$ cat config.mk
export PLATFORM = sky130hd
export DESIGN_NAME = spi_reg_ctrl
export DESIGN_NICKNAME = d
export VERILOG_FILES = /design/src/rtl/spi_reg_ctrl.sv
export SDC_FILE = /design/constraint.sdc
export NUM_CORES = 1
export LEC_CHECK = 0
export ABC_AREA = 1
export BUFFER_PORTS_ARGS = -buffer_cell sky130_fd_sc_hd__buf_2
export CORE_ASPECT_RATIO = 1.2
export CORE_UTILIZATION = 41
export CTS_CLUSTER_DIAMETER = 40
export DETAILED_ROUTE_END_ITERATION = 10
export GPL_ROUTABILITY_DRIVEN = 0
export PLACE_DENSITY_LB_ADDON = 0.08
export SKIP_LAST_GASP = 1
export SYNTH_ARGS = -nofsm -noshare
export SYNTH_HDL_FRONTEND = slang
export SYNTH_SLANG_ARGS = --single-unit
export TNS_END_PERCENT = 10
$ cat constraint.sdc
create_clock -name clk -period 1.8 [get_ports clk]
set_input_delay 0.09 -clock clk [delete_from_list [all_inputs] [get_ports clk]]
set_output_delay 0.09 -clock clk [all_outputs]
set_load 0.05 [all_outputs]
$ cat src/rtl/spi_reg_ctrl.sv
// SPI frame controller: synchronizes raw SPI pins into clk, assembles 16-bit frames and
// commits validated writes into a five-entry control register bank.
module spi_reg_ctrl #(
  parameter int unsigned SYNC_STAGES = 2
) (
  input  logic       clk,
  input  logic       rst_n,
  input  logic       sclk,
  input  logic       ncs,
  input  logic       copi,
  output logic [7:0] en_reg_out_7_0,
  output logic [7:0] en_reg_out_15_8,
  output logic [7:0] en_reg_pwm_7_0,
  output logic [7:0] en_reg_pwm_15_8,
  output logic [7:0] pwm_duty_cycle,
  output logic       frame_done,
  output logic       frame_err
);

  typedef enum logic [1:0] {StIdle, StShift, StCommit} state_e;

  localparam logic [4:0] FrameBits = 5'd16;
  localparam logic [4:0] CntSat    = 5'd17;
  localparam logic [6:0] LastAddr  = 7'd4;

  logic [SYNC_STAGES-1:0] sclk_sync_q, ncs_sync_q, copi_sync_q;
  logic                   sclk_s, ncs_s, copi_s;
  logic                   sclk_prev_q, ncs_prev_q;
  logic                   sclk_rise, ncs_rise, ncs_fall;

  state_e      state_q, state_d;
  logic [15:0] shift_q, shift_d;
  logic [4:0]  cnt_q, cnt_d;
  logic        commit_ok, commit_bad, wr_en;

  logic [7:0] out_lo_q, out_hi_q, pwm_lo_q, pwm_hi_q, duty_q;
  logic       done_q, err_q;

  // ncs chain resets high so releasing reset never looks like a chip-select fall
  always_ff @(posedge clk or negedge rst_n) begin
    if (!rst_n) begin
      sclk_sync_q <= '0;
      ncs_sync_q  <= '1;
      copi_sync_q <= '0;
      sclk_prev_q <= 1'b0;
      ncs_prev_q  <= 1'b1;
    end else begin
      sclk_sync_q <= {sclk_sync_q[SYNC_STAGES-2:0], sclk};
      ncs_sync_q  <= {ncs_sync_q[SYNC_STAGES-2:0], ncs};
      copi_sync_q <= {copi_sync_q[SYNC_STAGES-2:0], copi};
      sclk_prev_q <= sclk_s;
      ncs_prev_q  <= ncs_s;
    end
  end

  assign sclk_s    = sclk_sync_q[SYNC_STAGES-1];
  assign ncs_s     = ncs_sync_q[SYNC_STAGES-1];
  assign copi_s    = copi_sync_q[SYNC_STAGES-1];
  assign sclk_rise = sclk_s & ~sclk_prev_q;
  assign ncs_rise  = ncs_s & ~ncs_prev_q;
  assign ncs_fall  = ~ncs_s & ncs_prev_q;

  always_ff @(posedge clk or negedge rst_n) begin
    if (!rst_n) begin
      state_q <= StIdle;
      shift_q <= '0;
      cnt_q   <= '0;
    end else begin
      state_q <= state_d;
      shift_q <= shift_d;
      cnt_q   <= cnt_d;
    end
  end

  always_comb begin
    state_d = state_q;
    unique case (state_q)
      StIdle:   if (ncs_fall) state_d = StShift;
      StShift:  if (ncs_rise) state_d = StCommit;
      StCommit: state_d = StIdle;
      default:  state_d = StIdle;
    endcase
  end

  // A clock edge coinciding with chip-select release is not part of the frame
  always_comb begin
    shift_d = shift_q;
    cnt_d   = cnt_q;
    unique case (state_q)
      StIdle: begin
        if (ncs_fall) begin
          shift_d = '0;
          cnt_d   = '0;
        end
      end
      StShift: begin
        if (sclk_rise && !ncs_rise) begin
          shift_d = {shift_q[14:0], copi_s};
          if (cnt_q != CntSat) cnt_d = cnt_q + 5'd1;
        end
      end
      default: ;
    endcase
  end

  always_comb begin
    commit_ok  = (state_q == StCommit) && (cnt_q == FrameBits);
    commit_bad = (state_q == StCommit) && (cnt_q != FrameBits);
    wr_en      = commit_ok && shift_q[15] && (shift_q[14:8] <= LastAddr);
  end

  always_ff @(posedge clk or negedge rst_n) begin
    if (!rst_n) begin
      out_lo_q <= '0;
      out_hi_q <= '0;
      pwm_lo_q <= '0;
      pwm_hi_q <= '0;
      duty_q   <= '0;
      done_q   <= 1'b0;
      err_q    <= 1'b0;
    end else begin
      done_q <= commit_ok;
      err_q  <= commit_bad;
      if (wr_en) begin
        case (shift_q[10:8])
          3'd0:    out_lo_q <= shift_q[7:0];
          3'd1:    out_hi_q <= shift_q[7:0];
          3'd2:    pwm_lo_q <= shift_q[7:0];
          3'd3:    pwm_hi_q <= shift_q[7:0];
          3'd4:    duty_q   <= shift_q[7:0];
          default: ;
        endcase
      end
    end
  end

  assign en_reg_out_7_0  = out_lo_q;
  assign en_reg_out_15_8 = out_hi_q;
  assign en_reg_pwm_7_0  = pwm_lo_q;
  assign en_reg_pwm_15_8 = pwm_hi_q;
  assign pwm_duty_cycle  = duty_q;
  assign frame_done      = done_q;
  assign frame_err       = err_q;

endmodule

==> results_dict.tcl <==
set metrics [dict create \
    status "completed" \
    endpoint_kind "flop" \
    arrival_ns 1.83 \
    worstSkewPairLatency_ns 0.33 \
    syn-cell-area_um2 3160 \
    grt_pass1_wl_um 10900 \
    die_x_um 82.2 \
    core_area_um2 7360 \
    fmax_mhz 619 \
    drc 0 \
    via_per_inst 5.05 \
    ys_seq_area_frac 0.578 \
    hold_ws_ns 0.306 \
    portBuffers 46 \
    synth_top_area_share 0.554 \
    num_antenna_cells 0 \
    ys_ff_latch 73 \
    die_area_um2 8070 \
    critical_path_class "reg2reg" \
    fin_nets 379 \
    routed_wl_um 6510 \
    grt_max_degree 74 \
    placed_cells 446 \
    antenna_found_initial 0 \
    drt_iter0_drc 114 \
    fin_crit_sh 0.898 \
    final_hold_viol_count 0 \
    wl_per_cell_um 14.0 \
    fin_worst_skew_ns 0.00908 \
    drive_gt1_frac 0.239 \
    finalPower_mw 3.08 \
    rrSetupSlack_ns 0.18 \
    synth_common_cells "nand2_1, dfrtp_1, nand4_1" \
    yosysUniqueCellTypes 26 \
    area_growth_syn_to_layout_pct 17.8 \
    h-tree-depth 3 \
    antenna_left 0 \
    cts_tree "yes" \
    synthTopCellsByArea "dfrtp_1, nand2_1, nand4_1" \
    cp-start-kind "flop" \
    power_density_nw_per_um2 825 \
    rsz0062_at_grt "no" \
    setup-violations-final 0 \
    vias 2355 \
    dp_hpwl_um 4440 \
    postCtsSetupBuffers 0 \
    rows 34 \
    required_ns 2.02 \
    slew-limit-headroom 0.720 \
    cts.sinks 73 \
    synth.avg_cell_area_um2 10.0 \
    peakVddDrop_mv 0.469 \
    path_max_fanout 31 \
    report.final.slew_viol_count 0 \
    clkTransAtPathRegs_ns 0.08 \
    ys.warnings.count 0 \
    r2r_start "cnt_q[0]" \
    tns_ns 0 \
    first_pass_iters 4 \
    async_reset_ff_frac 1.00 \
    synth_area_leader_cell "dfrtp_1" \
    p_leak_nw 1.98 \
    final_cells 466 \
    initial_core_util 0.430 \
    numCtsBuffers 9 \
    worst_slew_pin_slew_ns 0.419 \
    ctsLongestPathBuffers 2 \
    synth_nets 324 \
    grt_pass1_vias 2201 \
    num_io_pins 47 \
    cp-startpoint "cnt_q[0]" \
    postLayoutCoreUtil 0.506 \
    synth.most_common_cell "nand2_1" \
    hold_path.class "in2async" \
    post-route-min-period_ns 1.62 \
    die_h_um 98.2 \
    grt_usage 0.181 \
    syn_inst 316 \
    synth_top_flop_cell "dfrtp_1" \
    synth_edf_count 0 \
    root_buffer "clkbuf_8" \
    maxCapViolCount 0 \
    grt_overflow_total 0 \
]
kinds of logic (layout without fill, tap and decap cells):
group	after synthesis	in the layout	synth area share
AOI/OAI and AO/OA	19	19	0.0395
adders and majority gates	3	3	0.0119
buffers and inverters	40	100	0.0637
DFF	73	73	0.578
and+or+nand+nor	181	181	0.306
stage by stage:
stage / setup WS (ns) / cell area [um2]
2_1_floorplan: 0.398 / 3160
3_3_place_gp: 0.228 / 3500
3_5_place_dp: 0.195 / 3500
4_1_cts: 0.180 / 3730
5_1_grt: 0.0338 / 3730
6_report: 0.184 / 3730
layout by cell type (no fill, tap or decap), types with 2 or more instances in the layout:
cell type,n
clkinv_2,3
nand3_1,8
dlygate4sd3_1,4
nand3_4,6
buf_12,3
nor2_2,2
clkbuf_8,9
nor3_4,3
nand4_1,42
o22ai_1,15
buf_4,3
ha_1,3
dfstp_2,3
nor2_8,2
dfrtp_1,70
nor2_1,9
inv_4,2
buf_2,46
inv_2,2
inv_1,24
clkinvlp_4,2
nand2_1,106
area by class of cell:
type / count / area [um2]
Inverter: 28 / 110
Clock inverter: 6 / 60.1
Clock buffer: 10 / 128
Timing Repair Buffer: 56 / 353
Sequential cell: 73 / 1830
Multi-Input combinational cell: 203 / 1130
Fill cell: 710 / 3630
Tap cell: 90 / 113
registers in the layout (all words and copies together), names as in the netlist:
register         cells
shift_q             16
en_reg_out_15_8      8
en_reg_out_7_0       8
en_reg_pwm_15_8      8
en_reg_pwm_7_0       8
pwm_duty_cycle       8
cnt_q                5
copi_sync_q          2
ncs_sync_q           2
sclk_sync_q          2
state_q              2
frame_done           1
frame_err            1
ncs_prev_q           1
sclk_prev_q          1
path summary, 6_finish.rpt:
path                                       to  depth (start not counted)
max                        en_reg_out_15_8[1]                          8
max reg2reg                en_reg_out_15_8[1]                          8
min                         en_reg_out_7_0[3]                          3
min in group clk               copi_sync_q[1]                          0
min reg2reg                    copi_sync_q[1]                          0
max in group asynchronous       ncs_sync_q[0]                          3
worst max-delay path, stage by stage, from the launching register on:
cell and delay [ns]:
dfrtp_1 0.43, inv_1 0.10, ha_1 0.19, nand3_4 0.11, nor2_8 0.18, buf_12 0.21, nand3_4 0.13, nand2_1 0.09
nand2_1 0.05
where the power goes:
group	total (mW)	switching [mW]	internal [mW]
clock network	1.23	0.594	0.634
logic	0.156	0.109	0.0472
registers	1.69	0.0262	1.67
layer usage:
layer  global-route usage  routed length, um
met3               0.0308                251
met5                    0                  0
met2                0.288               3260
met4               0.0675                 95
met1                0.243               2910
what timing repair did:
action	4_1_cts	5_1_grt
gates resized for setup	0	0
hold buffers	4	0
endpoints found under the hold margin	73	0
(Power assumes the default switching activity.)
